[src/rtl/tictactoe_pkg.sv]
// Shared tic-tac-toe board constants, arbiter state encoding and square-index helpers.
// Pure declarations; no timing or flow control of its own.
package tictactoe_pkg;

  localparam int NUM_SQUARES = 9;
  localparam int BOARD_DIM   = 3;

  localparam logic [NUM_SQUARES-1:0] SQ_LSB = {{(NUM_SQUARES-1){1'b0}}, 1'b1};

  typedef enum logic [1:0] {
    ST_IDLE  = 2'd0,
    ST_DRIVE = 2'd1,
    ST_GAP   = 2'd2
  } arb_state_t;

  function automatic logic [3:0] onehot_to_idx(input logic [NUM_SQUARES-1:0] sq);
    logic [3:0] idx;
    idx = '0;
    for (int i = 0; i < NUM_SQUARES; i++) begin
      if (sq[i]) idx = 4'(i);
    end
    return idx;
  endfunction

  function automatic logic [NUM_SQUARES-1:0] idx_to_onehot(input logic [3:0] idx);
    return SQ_LSB << idx;
  endfunction

  function automatic logic is_onehot9(input logic [NUM_SQUARES-1:0] sq);
    return (sq != '0) && ((sq & (sq - SQ_LSB)) == '0);
  endfunction

endpackage

[src/rtl/cursor_nav.sv]
// 3x3 board cursor: one wrapped step per cycle (up > down > left > right), or a direct load.
// Result visible the cycle after the pulse; never stalls.
module cursor_nav
  import tictactoe_pkg::*;
#(
  parameter logic [3:0] CURSOR_INIT = 4'd4
) (
  input  logic       i_clk,
  input  logic       i_rst_n,
  input  logic       i_up,
  input  logic       i_down,
  input  logic       i_left,
  input  logic       i_right,
  input  logic       i_load_vld,
  input  logic [3:0] i_load_idx,
  output logic [3:0] o_cursor
);

  localparam logic [3:0] DIM      = 4'(BOARD_DIM);
  localparam logic [3:0] LAST_COL = 4'(BOARD_DIM - 1);
  localparam logic [3:0] ROW_SPAN = 4'(BOARD_DIM * (BOARD_DIM - 1));

  logic [3:0] r_cursor;
  logic [3:0] w_next;
  logic [3:0] w_col;
  logic       w_top_row;
  logic       w_bot_row;

  assign w_col     = r_cursor % DIM;
  assign w_top_row = (r_cursor < DIM);
  assign w_bot_row = (r_cursor >= ROW_SPAN);

  // Vertical wraps jump a whole column span; horizontal wraps stay inside the row.
  always_comb begin
    w_next = r_cursor;
    if (i_load_vld)    w_next = i_load_idx;
    else if (i_up)     w_next = w_top_row ? r_cursor + ROW_SPAN : r_cursor - DIM;
    else if (i_down)   w_next = w_bot_row ? r_cursor - ROW_SPAN : r_cursor + DIM;
    else if (i_left)   w_next = (w_col == 4'd0) ? r_cursor + LAST_COL : r_cursor - 4'd1;
    else if (i_right)  w_next = (w_col == LAST_COL) ? r_cursor - LAST_COL : r_cursor + 4'd1;
  end

  always_ff @(posedge i_clk or negedge i_rst_n) begin
    if (!i_rst_n) r_cursor <= CURSOR_INIT;
    else          r_cursor <= w_next;
  end

  assign o_cursor = r_cursor;

endmodule

[src/rtl/move_input_arbiter.sv]
// Shares the game FSM square-select bus between mouse and keypad: a move in cycle N drives
// cuadro in N+1..N+HOLD_CYCLES, then zero for GAP_CYCLES; requests while busy are dropped.
module move_input_arbiter
  import tictactoe_pkg::*;
#(
  parameter int HOLD_CYCLES = 4,
  parameter int GAP_CYCLES  = 2,
  parameter int CURSOR_INIT = 4
) (
  input  logic                   clk_100MHz,
  input  logic                   rst_n,
  input  logic                   enable,
  input  logic                   mouse_valid,
  input  logic [NUM_SQUARES-1:0] mouse_sq,
  input  logic                   btn_up,
  input  logic                   btn_down,
  input  logic                   btn_left,
  input  logic                   btn_right,
  input  logic                   btn_sel,
  output logic [NUM_SQUARES-1:0] cuadro,
  output logic [3:0]             cursor,
  output logic                   busy,
  output logic                   src_mouse,
  output logic [7:0]             drop_count
);

  localparam logic [7:0] HOLD_LOAD = 8'(HOLD_CYCLES - 1);
  localparam logic [7:0] GAP_LOAD  = 8'(GAP_CYCLES - 1);

  arb_state_t             r_state, w_state_nxt;
  logic [7:0]             r_cnt, w_cnt_nxt;
  logic [NUM_SQUARES-1:0] r_cuadro, w_cuadro_nxt;
  logic                   r_busy, w_busy_nxt;
  logic                   r_src_mouse, w_src_nxt;
  logic [7:0]             r_drop_count, w_drop_nxt;
  logic [1:0]             w_drop_inc;
  logic [8:0]             w_drop_sum;
  logic [3:0]             w_cursor;

  logic w_mouse_ok, w_mouse_req, w_mouse_bad, w_key_req;
  logic w_idle_live, w_grant_mouse, w_grant_key, w_grant;

  assign w_mouse_ok  = is_onehot9(mouse_sq);
  assign w_mouse_req = mouse_valid & w_mouse_ok;
  assign w_mouse_bad = mouse_valid & ~w_mouse_ok;
  assign w_key_req   = btn_sel;

  // On a tie the source that did not win last time is served.
  assign w_idle_live   = (r_state == ST_IDLE) & enable;
  assign w_grant_mouse = w_idle_live & w_mouse_req & (~w_key_req | ~r_src_mouse);
  assign w_grant_key   = w_idle_live & w_key_req & (~w_mouse_req | r_src_mouse);
  assign w_grant       = w_grant_mouse | w_grant_key;

  always_ff @(posedge clk_100MHz or negedge rst_n) begin
    if (!rst_n) r_state <= ST_IDLE;
    else        r_state <= w_state_nxt;
  end

  always_comb begin
    w_state_nxt = r_state;
    case (r_state)
      ST_IDLE:  if (w_grant) w_state_nxt = ST_DRIVE;
      ST_DRIVE: if (!enable || r_cnt == 8'd0) w_state_nxt = ST_GAP;
      ST_GAP:   if (r_cnt == 8'd0) w_state_nxt = ST_IDLE;
      default:  w_state_nxt = ST_IDLE;
    endcase
  end

  always_comb begin
    w_cuadro_nxt = r_cuadro;
    w_cnt_nxt    = r_cnt;
    w_busy_nxt   = r_busy;
    w_src_nxt    = r_src_mouse;
    case (r_state)
      ST_IDLE: begin
        if (w_grant) begin
          w_cuadro_nxt = w_grant_mouse ? mouse_sq : idx_to_onehot(w_cursor);
          w_cnt_nxt    = HOLD_LOAD;
          w_busy_nxt   = 1'b1;
          w_src_nxt    = w_grant_mouse;
        end
      end
      ST_DRIVE: begin
        if (!enable || r_cnt == 8'd0) begin
          w_cuadro_nxt = '0;
          w_cnt_nxt    = GAP_LOAD;
        end else begin
          w_cnt_nxt = r_cnt - 8'd1;
        end
      end
      ST_GAP: begin
        if (r_cnt == 8'd0) w_busy_nxt = 1'b0;
        else               w_cnt_nxt  = r_cnt - 8'd1;
      end
      default: begin
        w_cuadro_nxt = '0;
        w_busy_nxt   = 1'b0;
      end
    endcase
  end

  // Up to two drops per cycle (bad/blocked mouse plus blocked key).
  always_comb begin
    w_drop_inc = 2'd0;
    if (r_state != ST_IDLE) w_drop_inc = {1'b0, mouse_valid} + {1'b0, w_key_req};
    else if (enable)        w_drop_inc = {1'b0, w_mouse_bad} + {1'b0, w_mouse_req & w_key_req};
  end

  assign w_drop_sum = {1'b0, r_drop_count} + {7'd0, w_drop_inc};
  assign w_drop_nxt = w_drop_sum[8] ? 8'hFF : w_drop_sum[7:0];

  always_ff @(posedge clk_100MHz or negedge rst_n) begin
    if (!rst_n) begin
      r_cnt        <= '0;
      r_cuadro     <= '0;
      r_busy       <= 1'b0;
      r_src_mouse  <= 1'b0;
      r_drop_count <= '0;
    end else begin
      r_cnt        <= w_cnt_nxt;
      r_cuadro     <= w_cuadro_nxt;
      r_busy       <= w_busy_nxt;
      r_src_mouse  <= w_src_nxt;
      r_drop_count <= w_drop_nxt;
    end
  end

  cursor_nav #(
    .CURSOR_INIT (4'(CURSOR_INIT))
  ) u_cursor_nav (
    .i_clk      (clk_100MHz),
    .i_rst_n    (rst_n),
    .i_up       (btn_up),
    .i_down     (btn_down),
    .i_left     (btn_left),
    .i_right    (btn_right),
    .i_load_vld (w_grant_mouse),
    .i_load_idx (onehot_to_idx(mouse_sq)),
    .o_cursor   (w_cursor)
  );

  assign cuadro     = r_cuadro;
  assign cursor     = w_cursor;
  assign busy       = r_busy;
  assign src_mouse  = r_src_mouse;
  assign drop_count = r_drop_count;

endmodule

[config.mk]
export PLATFORM = sky130hd
export DESIGN_NAME = move_input_arbiter
export DESIGN_NICKNAME = d
export VERILOG_FILES = /design/src/rtl/tictactoe_pkg.sv /design/src/rtl/cursor_nav.sv /design/src/rtl/move_input_arbiter.sv
export SDC_FILE = /design/constraint.sdc
export NUM_CORES = 1
export LEC_CHECK = 0
export ABC_AREA = 0
export CAP_MARGIN = 20
export CELL_PAD_IN_SITES_DETAIL_PLACEMENT = 0
export CELL_PAD_IN_SITES_GLOBAL_PLACEMENT = 1
export CORE_MARGIN = 3
export CORE_UTILIZATION = 30
export DETAILED_ROUTE_END_ITERATION = 12
export GPL_ROUTABILITY_DRIVEN = 0
export GPL_TIMING_DRIVEN = 1
export PLACE_DENSITY_LB_ADDON = 0.1
export SLEW_MARGIN = 20
export SYNTH_ARGS = -nofsm -noshare
export SYNTH_HDL_FRONTEND = slang
export SYNTH_SLANG_ARGS = --single-unit
[constraint.sdc]
create_clock -name clk_100MHz -period 3.2 [get_ports clk_100MHz]
set_input_delay 0.48 -clock clk_100MHz [delete_from_list [all_inputs] [get_ports clk_100MHz]]
set_output_delay 0.48 -clock clk_100MHz [all_outputs]
set_load 0.02 [all_outputs]
==> summary.txt, run 1 <==
Clock network
  • Sinks on the clock net: 33
  • Worst-path clk slew: about 70 ps
  • Cts hold-fix bufs: 0
  • CTS tree: built
  • Total CTS buffers: 5
  • Root Buffer: clkbuf_8
  • Worst skew pair latency: between 200 and 300 ps
  • Maximum buffer depth of the clock tree: 2
  • H-tree levels: 2

Yosys
  • Cell area after synthesis: between 0.002 and 0.003 mm^2
  • Most used DFF post-synth: dfrtp_1
  • Cells after Synth: 329
  • Syn_nets: between 300 and 400
  • Post-synth ARST share: 100%
  • Sequential share of the synthesized area: approximately 29%
  • Area share of the largest cell type after synthesis: between 20 and 30%
  • Ys Warns: 0
  • Number of distinct library cells after synthesis: 68
  • Number of synthesized flops with an enable pin: 0
  • Mapped Avg Cell Area: between 8 and 9 um^2
  • Post-synth top area cell: dfrtp_1
  • Commonest cells post-synth: dfrtp_1, nand2_1, nor2_1
  • Number of synthesized register bits: 33
  • Largest cells by area after synthesis: dfrtp_1, ha_1, a21oi_1
  • Count leader, synth: dfrtp_1

Worst setup path
  • Crit path launch type: flop
  • Largest fanout on the critical path: 6
  • Arr. time, crit path: between 3000 and 4000 ps
  • Crit. End Element: flop
  • Required time of the worst setup path: ~3400 ps
  • Crit Path Category: reg2reg

Timing
  • Hold Vio Cnt, Final: 0
  • Post-layout worst setup margin: between 60 and 70 ps
  • Skew final: roughly 4.0 ps
  • Final TNS setup: 0 ps
  • Period utilisation layout: between 90% and 100%
  • Slew HR: between 50% and 60%
  • Final setup fails: 0
  • Post-Route Hold Slack: between 400 and 500 ps
  • Slew Viols, Final: 0
  • F_max: 0.319 GHz
  • Slew @ Worst Pin: 669 ps
  • Min cycle time layout: 3130 ps
  • RSZ-0062 raised after global routing: yes

Routing
  • Vias per inst: 4.98
  • DR iter-0 viols: a little under 90
  • Post-route DRC: 0
  • Detail Route Antenna Nets: 0
  • Vias: 2652
  • DRT Pass-1 Iters: 4
  • Routed wire length: approximately 7600 um
  • Detailed-route wire length per cell: approximately 14 um

Placement
  • Placed Area: approximately 0.0037 mm^2
  • Post-placement cell count: between 500 and 600
  • Post-DP HPWL: 5890 um
  • Worst slack at placement: -410 ps
  • I/O Buffers: 40

Floorplanning
  • Die width: around 100 um
  • Core box area: 0.00928 mm^2
  • DIE AREA: approximately 0.011 mm^2
  • Die height: around 100 um
  • Ports: a little over 40
  • Initial Util: 31.0%
  • # rows: 35

Final layout
  • Layout cell share with drive strength beyond 1: about a fifth
  • ANT cells: 0
  • Post-layout nets: 446
  • Non-Filler Instances: roughly 530
  • Fill count: 980
  • Fin area: 0.00387 mm^2
  • Area grow syn2layout: 34.6%

Pwr
  • Leakage: 1.64 nW
  • Power Dens Cells: approximately 1000 mW/mm^2
  • Maximum vdd ir drop: 349 uV

Global route
  • Initial antenna violation count: 0
  • Vias in the first global route: roughly 2.6k
  • Total GRT Usage: between 10% and 20%
  • Largest net degree at the start of global routing: 34
  • Grt ovf: 0
  • First-pass GRT wire length: between 10000 and 15000 um

Outcome
  • Status: completed

Hold path
  • Hold Crit Class: reg2reg

Job
  • Max-Cap Viols: 0
-- cells in the final DEF, fill, tap and decap left out, types with 7 or more instances in the layout --
master           count
xnor2_1              7
ha_1                20
o21ai_1              7
nand2_1             29
clkdlybuf4s50_1     36
nor3_1               8
o21ai_0             11
a31oi_1              8
dfrtp_1             31
a22o_1               7
nor2_1              28
nor3b_1              7
inv_1               19
a21oi_1             22
buf_4               40
nand3_1             11
-- layout make-up --
type	count	area [um^2]	area share [%]
Clock buffer	5	68.8	1.78
Clock inverter	3	17.5	0.452
Inverter	21	78.8	2.03
Multi-Input combinational cell	260	1990	51.3
Sequential cell	33	828	21.4
Tap cell	129	161	4.17
Timing Repair Buffer	81	731	18.9
-- registers in the layout, summed over array words and instances, names as in the netlist --
name                   flops
cuadro                     9
r_cnt                      8
src_mouse                  1
busy                       1
u_cursor_nav.o_cursor      4
drop_count                 8
r_state                    2
-- layer usage --
| metal | vias up | global-route usage, % | wire, um | part of all wire (%) |
|---|---|---|---|---|
| met5 | - | 0 | 0 | 0 |
| met4 | 0 | 3.99 | 105 | 1.4 |
| met3 | 8 | 2.48 | 213 | 2.8 |
| met2 | 36 | 23.9 | 3530 | 46 |
| met1 | 1257 | 19.9 | 3740 | 49 |
| li1 | 1351 | - | - | - |
-- critical path: stages (launching register included) --
cell and delay [ps]:
dfstp_2 620, and2b_4 190, ha_4 130, inv_2 40, ha_4 160, buf_4 130
and3_2 230, or3_4 380, a41oi_4 330, o21ai_4 130, o31ai_2 220, nand3_1 100
a221o_1 360
-- power by group --
part           total, mW  internal [mW]  switching, mW
sequential         0.717          0.580          0.137
combinational       2.90           1.36           1.54
clock              0.313          0.150          0.163
-- stage by stage --
| stage | utilization (%) | total power, mW |
|---|---|---|
| 6_report | 41.7 | 3.93 |
| 3_5_place_dp | 39.6 | 3.51 |
| 4_1_cts | 40.8 | 3.86 |
| 2_1_floorplan | - | 2.60 |
| 5_1_grt | 41.7 | 4.31 |
| 3_3_place_gp | 39.6 | 3.50 |
-- timing repair --
| item | CTS | global route |
|---|---|---|
| pin swaps | 1 | 12 |
| resized for setup | 4 | 16 |
| setup endpoints to repair | 9 | 12 |
| buffers inserted | 0 | 3 |
-- cells by family (layout without fill, tap and decap cells) --
kind of cell,count (synthesis),after routing,synth area share (%)
AO/OA/AOI/OAI,91,91,23.7
XOR/XNOR,10,10,3.04
buffers and inverters,36,110,6.48
AND/OR/NAND/NOR,127,127,24.2
adder cells (fa/ha/maj),27,27,11.9
flip-flops,33,33,28.7
multiplexers,5,5,1.96
-- worst paths after layout --
kind / to / slack, ps / cells after the start / start
max: u_cursor_nav.o_cursor[3] / 70 / 12 / u_cursor_nav.o_cursor[2]
min reg2reg: busy / 490 / 1 / busy
max reg2reg: u_cursor_nav.o_cursor[3] / 70 / 12 / u_cursor_nav.o_cursor[2]
min in group asynchronous: r_cnt[5] / 600 / 2 / rst_n
min: busy / 490 / 1 / busy
max in group asynchronous: u_cursor_nav.o_cursor[2] / 2260 / 2 / rst_n
No activity file was read; power rests on OpenSTA's default activity.
==> run 2, diff against run 1 <==
--- a/config.mk
+++ b/config.mk
@@ -9,8 +9,9 @@
 export CAP_MARGIN = 20
 export CELL_PAD_IN_SITES_DETAIL_PLACEMENT = 0
 export CELL_PAD_IN_SITES_GLOBAL_PLACEMENT = 1
+export CORE_ASPECT_RATIO = 1.4
 export CORE_MARGIN = 3
-export CORE_UTILIZATION = 30
+export CORE_UTILIZATION = 38
 export DETAILED_ROUTE_END_ITERATION = 12
 export GPL_ROUTABILITY_DRIVEN = 0
 export GPL_TIMING_DRIVEN = 1
==> summary.txt, run 2 (synthesis results as in run 1) <==
Final layout
  • Most common cell after layout, fill and taps aside: buf_4
  • Non-Filler Instances: between 400 and 500
  • Max reg flops: 9
  • Post-layout nets: around 440
  • Area grow syn2layout: 33.0%
  • Layout cell share with drive strength beyond 1: a little over a fifth
  • Finished Core Util: between 50% and 60%
  • Commonest non-fill, non-tap cells in the layout: buf_4, clkdlybuf4s50_1, dfrtp_1, nand2_1, nor2_1
  • ANT cells: 0

Routing
  • Post-route DRC: 0
  • Met2 routed WL: 4030 um
  • Vias: between 2k and 3k
  • DR iter-0 viols: a little over 90
  • Detailed-route wire length per cell: ~15 um
  • Vias per inst: roughly 5.4
  • Routed met3 length: between 150 and 200 um
  • M1 WL: around 3200 um
  • DRT Pass-1 Iters: 4
  • Top Layer Used: met4
  • Detail Route Antenna Nets: 0
  • Routed wire length: 7600 um

Worst setup path
  • RR Endpoint: u_cursor_nav.o_cursor[1]
  • Worst path bufs/invs: 1
  • Worst-path cell chain: and2b_4, ha_4, inv_2, ha_4, and2b_4, a221oi_4, ha_4, nor4_4, a41oi_4, o21ai_4, mux2i_1, a2111oi_2, a21oi_1
  • Crit path launch type: flop
  • CP max-delay cell: dfstp_2
  • Arr. time, crit path: 3230 ps
  • R2R cell count: 13
  • Largest fanout on the critical path: 7
  • CP max stage delay: ~630 ps
  • Most frequent CP cell: ha_4
  • Crit path max-delay family: compound AO/OA/AOI/OAI gates
  • Crit. End Element: flop
  • R2R Setup Slk: between 100 and 150 ps
  • Required time of the worst setup path: approximately 3400 ps
  • Crit Path Category: reg2reg
  • Reg-to-reg startpoint: u_cursor_nav.o_cursor[2]

Timing
  • Slew Viols, Final: 0
  • F_max: between 0.3 and 0.4 GHz
  • Slew HR: a little over half
  • RSZ-0062 raised after global routing: yes
  • Post-Route Hold Slack: roughly 490 ps
  • Period utilisation layout: about 96%
  • Skew final: 5.61 ps
  • Min cycle time layout: ~3000 ps
  • Hold Vio Cnt, Final: 0
  • Final setup fails: 0
  • Slew @ Worst Pin: about 700 ps

Global route
  • Grt ovf: 0
  • Vias in the first global route: approximately 2.6k
  • Initial antenna violation count: 0
  • Largest net degree at the start of global routing: 34
  • First-pass GRT wire length: ~12000 um
  • Total GRT Usage: between 10% and 20%

Pwr
  • PnR Total Power: a little under 4 mW
  • Power Dens Cells: about 1000 mW/mm^2
  • Leakage: ~1.6 nW
  • Maximum vdd ir drop: 460 uV

Floorplanning
  • Core box area: roughly 0.007 mm^2
  • Initial Util: 40.2%
  • # rows: 36
  • Die height: 109 um
  • DIE AREA: just under 0.009 mm^2
  • Ports: 41
  • Die width: 79.6 um

Placement
  • Post-placement cell count: between 400 and 500
  • I/O Buffers: 40
  • Post-DP HPWL: between 5000 and 6000 um

Hold path
  • Hold Crit Class: reg2reg
  • Worst hold path cell count: 2
  • Hold wc startpoint: cuadro[5]
  • Hold EP: cuadro[5]

Clock network
  • Worst skew pair latency: ~280 ps
  • CTS tree: built
  • Cts hold-fix bufs: 0
  • Maximum buffer depth of the clock tree: 2
  • Worst-path clk slew: 70 ps
  • H-tree levels: 2
  • Total CTS buffers: 5
  • Sinks on the clock net: 33
  • Root Buffer: clkbuf_8

Outcome
  • Status: completed

Job
  • Max-Cap Viols: 0
run 2: per-layer routing:
metal | GRT usage, % | up-vias
met5 | 0 | -
met4 | 7.62 | 0
met3 | 2.40 | 13
met2 | 33.0 | 48
met1 | 20.6 | 1258
li1 | - | 1336
run 2: what timing repair did:
action,in CTS,in global routing
setup endpoints to repair,10,12
setup buffers,0,4
pin swaps,0,17
gates resized for setup,3,23
run 2: final cells by class:
type | instances | area (um^2)
inverter | 21 | 78.8
tap | 95 | 119
timing repair buffer | 78 | 711
fill | 673 | 3330
multi-input combinational | 260 | 2010
clock inverter | 2 | 10.0
sequential | 33 | 828
clock buffer | 6 | 72.6
run 2: stage by stage:
step           TNS (ps)  setup WS, ps  cell area, um^2
3_5_place_dp      -2920          -390             3610
3_3_place_gp      -2110          -291             3610
5_1_grt            -234         -53.6             3830
6_report              0           134             3830
4_1_cts               0          7.15             3690
2_1_floorplan         0          23.1             2920
run 2: how the worst max path moves through the flow:
stage	startpoint	to	slack, ps	depth (start not counted)
detailed placement	mouse_sq[1]	drop_count[4]	-390	13
CTS	mouse_sq[1]	drop_count[6]	7	14
global placement	mouse_sq[1]	drop_count[6]	-290	14
floorplan	u_cursor_nav.o_cursor[2]	u_cursor_nav.o_cursor[3]	20	14
global route	u_cursor_nav.o_cursor[2]	u_cursor_nav.o_cursor[1]	-50	13
finish	u_cursor_nav.o_cursor[2]	u_cursor_nav.o_cursor[1]	130	13
run 2: worst min-delay path: stages, from the launching register on:
cell     delay (ps)
dfrtp_1         340
nand2_1          40
o21ai_1          60
run 2: report_power, final:
group / leakage [nW] / internal, mW / switching, mW
logic: 1.17 / 1.29 / 1.52
registers: 0.418 / 0.580 / 0.142
clock network: 0.0450 / 0.151 / 0.156
total: 1.64 / 2.02 / 1.82
==> run 3, diff against run 2 <==
--- a/config.mk
+++ b/config.mk
@@ -6,12 +6,14 @@
 export NUM_CORES = 1
 export LEC_CHECK = 0
 export ABC_AREA = 0
+export ABC_CLOCK_PERIOD_IN_PS = 3200
 export CAP_MARGIN = 20
 export CELL_PAD_IN_SITES_DETAIL_PLACEMENT = 0
 export CELL_PAD_IN_SITES_GLOBAL_PLACEMENT = 1
 export CORE_ASPECT_RATIO = 1.4
-export CORE_MARGIN = 3
+export CORE_MARGIN = 5
 export CORE_UTILIZATION = 38
+export CTS_CLUSTER_SIZE = 16
 export DETAILED_ROUTE_END_ITERATION = 12
 export GPL_ROUTABILITY_DRIVEN = 0
 export GPL_TIMING_DRIVEN = 1
==> summary.txt, run 3 (synthesis results as in run 1) <==
Clock network
  • Sinks on the clock net: 33
  • CTS tree: built
  • Maximum buffer depth of the clock tree: 2
  • Total CTS buffers: 5
  • Worst skew pair latency: a little under 300 ps
  • Worst-path clk slew: approximately 70 ps
  • Root Buffer: clkbuf_8
  • H-tree levels: 2

Timing
  • Hold Vio Cnt, Final: 0
  • Final setup fails: 0
  • Period utilisation layout: between 90% and 100%
  • Min cycle time layout: between 3000 and 4000 ps
  • F_max: between 0.3 and 0.4 GHz
  • Slew Viols, Final: 0
  • Skew final: 5.90 ps
  • Slew @ Worst Pin: 689 ps
  • RSZ-0062 raised after global routing: yes
  • Slew HR: 53.6%

Final layout
  • ANT cells: 0
  • Post-layout nets: 446
  • Layout cell share with drive strength beyond 1: around a fifth
  • Most common cell after layout, fill and taps aside: buf_4
  • Area grow syn2layout: 33.2%
  • Area of the multi-input gates: 0.00200 mm^2
  • Fin area: 0.00383 mm^2
  • Fill count: 699
  • Max reg flops: 9
  • Commonest non-fill, non-tap cells in the layout: buf_4, clkdlybuf4s50_1, dfrtp_1, nand2_1, nor2_1
  • Storage cell area: 828 um^2
  • Non-Filler Instances: 500

Worst setup path
  • Worst-path cell chain: and2b_4, ha_4, inv_2, ha_4, and2b_4, a221oi_4, ha_4, nor4_4, a41oi_4, o21ai_4, mux2i_1, a2111oi_1, a21oi_1
  • Arr. time, crit path: about 3300 ps
  • CP max-delay cell: dfstp_2
  • Required time of the worst setup path: about 3400 ps
  • R2R Setup Slk: 50 ps
  • Most frequent CP cell: ha_4
  • Reg-to-reg startpoint: u_cursor_nav.o_cursor[2]
  • Largest fanout on the critical path: 6
  • CP max stage delay: between 600 and 700 ps
  • Crit Path Category: reg2reg
  • RR Endpoint: u_cursor_nav.o_cursor[1]
  • Crit. End Element: flop
  • Crit path launch type: flop
  • R2R cell count: 13

Routing
  • Post-route DRC: 0
  • Vias per inst: approximately 5.4
  • Detailed-route wire length per cell: ~15 um
  • Vias: 2679
  • Routed wire length: between 7000 and 8000 um
  • Detail Route Antenna Nets: 0
  • DRT Pass-1 Iters: 4
  • DR iter-0 viols: 74

Floorplanning
  • # rows: 37
  • Initial Util: between 30% and 40%
  • Ports: around 40
  • Die height: 113 um
  • DIE AREA: roughly 0.0094 mm^2
  • Core box area: 0.00736 mm^2
  • Die width: around 84 um

Placement
  • I/O Buffers: 40
  • Placed Area: ~0.0036 mm^2
  • Post-DP HPWL: about 6000 um
  • Post-placement cell count: between 400 and 500

Hold path
  • Hold Crit Class: reg2reg
  • Hold EP: busy
  • Hold wc startpoint: busy
  • Worst hold path cell count: 1

Global route
  • Largest net degree at the start of global routing: 34
  • Grt ovf: 0
  • First-pass GRT wire length: about 13000 um
  • Vias in the first global route: ~2.7k
  • Total GRT Usage: 16.7%
  • Initial antenna violation count: 0

Pwr
  • Leakage: 1.66 nW
  • Maximum vdd ir drop: between 400 and 500 uV
  • Power Dens Cells: between 1000 and 1500 mW/mm^2
  • PnR Total Power: between 3 and 4 mW

Job
  • Max-Cap Viols: 0

Outcome
  • Status: completed
## run 3: cell count changes in the layout (fill, tap and decap cells not counted), sizes merged
cell,before,now
clkdlybuf4s50,35,34
dlymetal6s2s,5,6
buf,38,41
## run 3: what timing repair did
action / in CTS / in global routing
resized for setup: 2 / 23
pin swaps: 0 / 18
setup buffers: 0 / 3
endpoints found under the setup margin: 7 / 12
hold buffers: 0 / 0
## run 3: metrics by stage
stage,setup WS [ps],utilization (%),hold slack [ps],setup TNS [ps]
5_1_grt,-68.3,52.1,518,-127
2_1_floorplan,23.1,-,184,0
6_report,49.9,52.1,490,0
3_3_place_gp,-306,49.3,473,-2240
4_1_cts,21.6,50.6,498,0
3_5_place_dp,-380,49.3,480,-2770
## run 3: power by group
group	total, mW	internal (mW)	leakage [nW]	switching [mW]
Combinational	2.81	1.31	1.20	1.51
Sequential	0.718	0.580	0.418	0.138
Clock	0.310	0.151	0.0450	0.159
Total	3.84	2.04	1.66	1.81
## run 3: critical path, delay by kind of cell (launching register included)
family,cells,cell delay [ps]
AO/OA/AOI/OAI,5,1280
flip-flops,1,630
adder cells (fa/ha/maj),3,520
AND/OR/NAND/NOR,3,410
multiplexers,1,130
buffers and inverters,1,40
## run 3: worst max-delay path by stage
stage	from	endpoint	slack [ps]
finish	u_cursor_nav.o_cursor[2]	u_cursor_nav.o_cursor[1]	50
global route	u_cursor_nav.o_cursor[2]	u_cursor_nav.o_cursor[1]	-70
CTS	mouse_sq[1]	drop_count[6]	20
detailed placement	mouse_sq[1]	drop_count[4]	-380
global placement	mouse_sq[1]	drop_count[6]	-310
floorplan	u_cursor_nav.o_cursor[2]	u_cursor_nav.o_cursor[3]	20
## run 3: cell type report
class | count | area share [%]
clock inverter | 2 | 0.261
clock buffer | 6 | 1.89
timing repair buffer | 81 | 18.9
sequential | 33 | 21.6
tap | 97 | 3.16
inverter | 21 | 2.06
multi-input combinational | 260 | 52.2
## run 3: layer usage
metal | global-route usage, % | part of all wire, % | vias to the layer above
met2 | 30.7 | 52 | 54
met3 | 2.26 | 2.8 | 23
met5 | 0 | 0 | -
met1 | 19.2 | 41 | 1257
met4 | 7.30 | 3.8 | 0
li1 | - | - | 1345
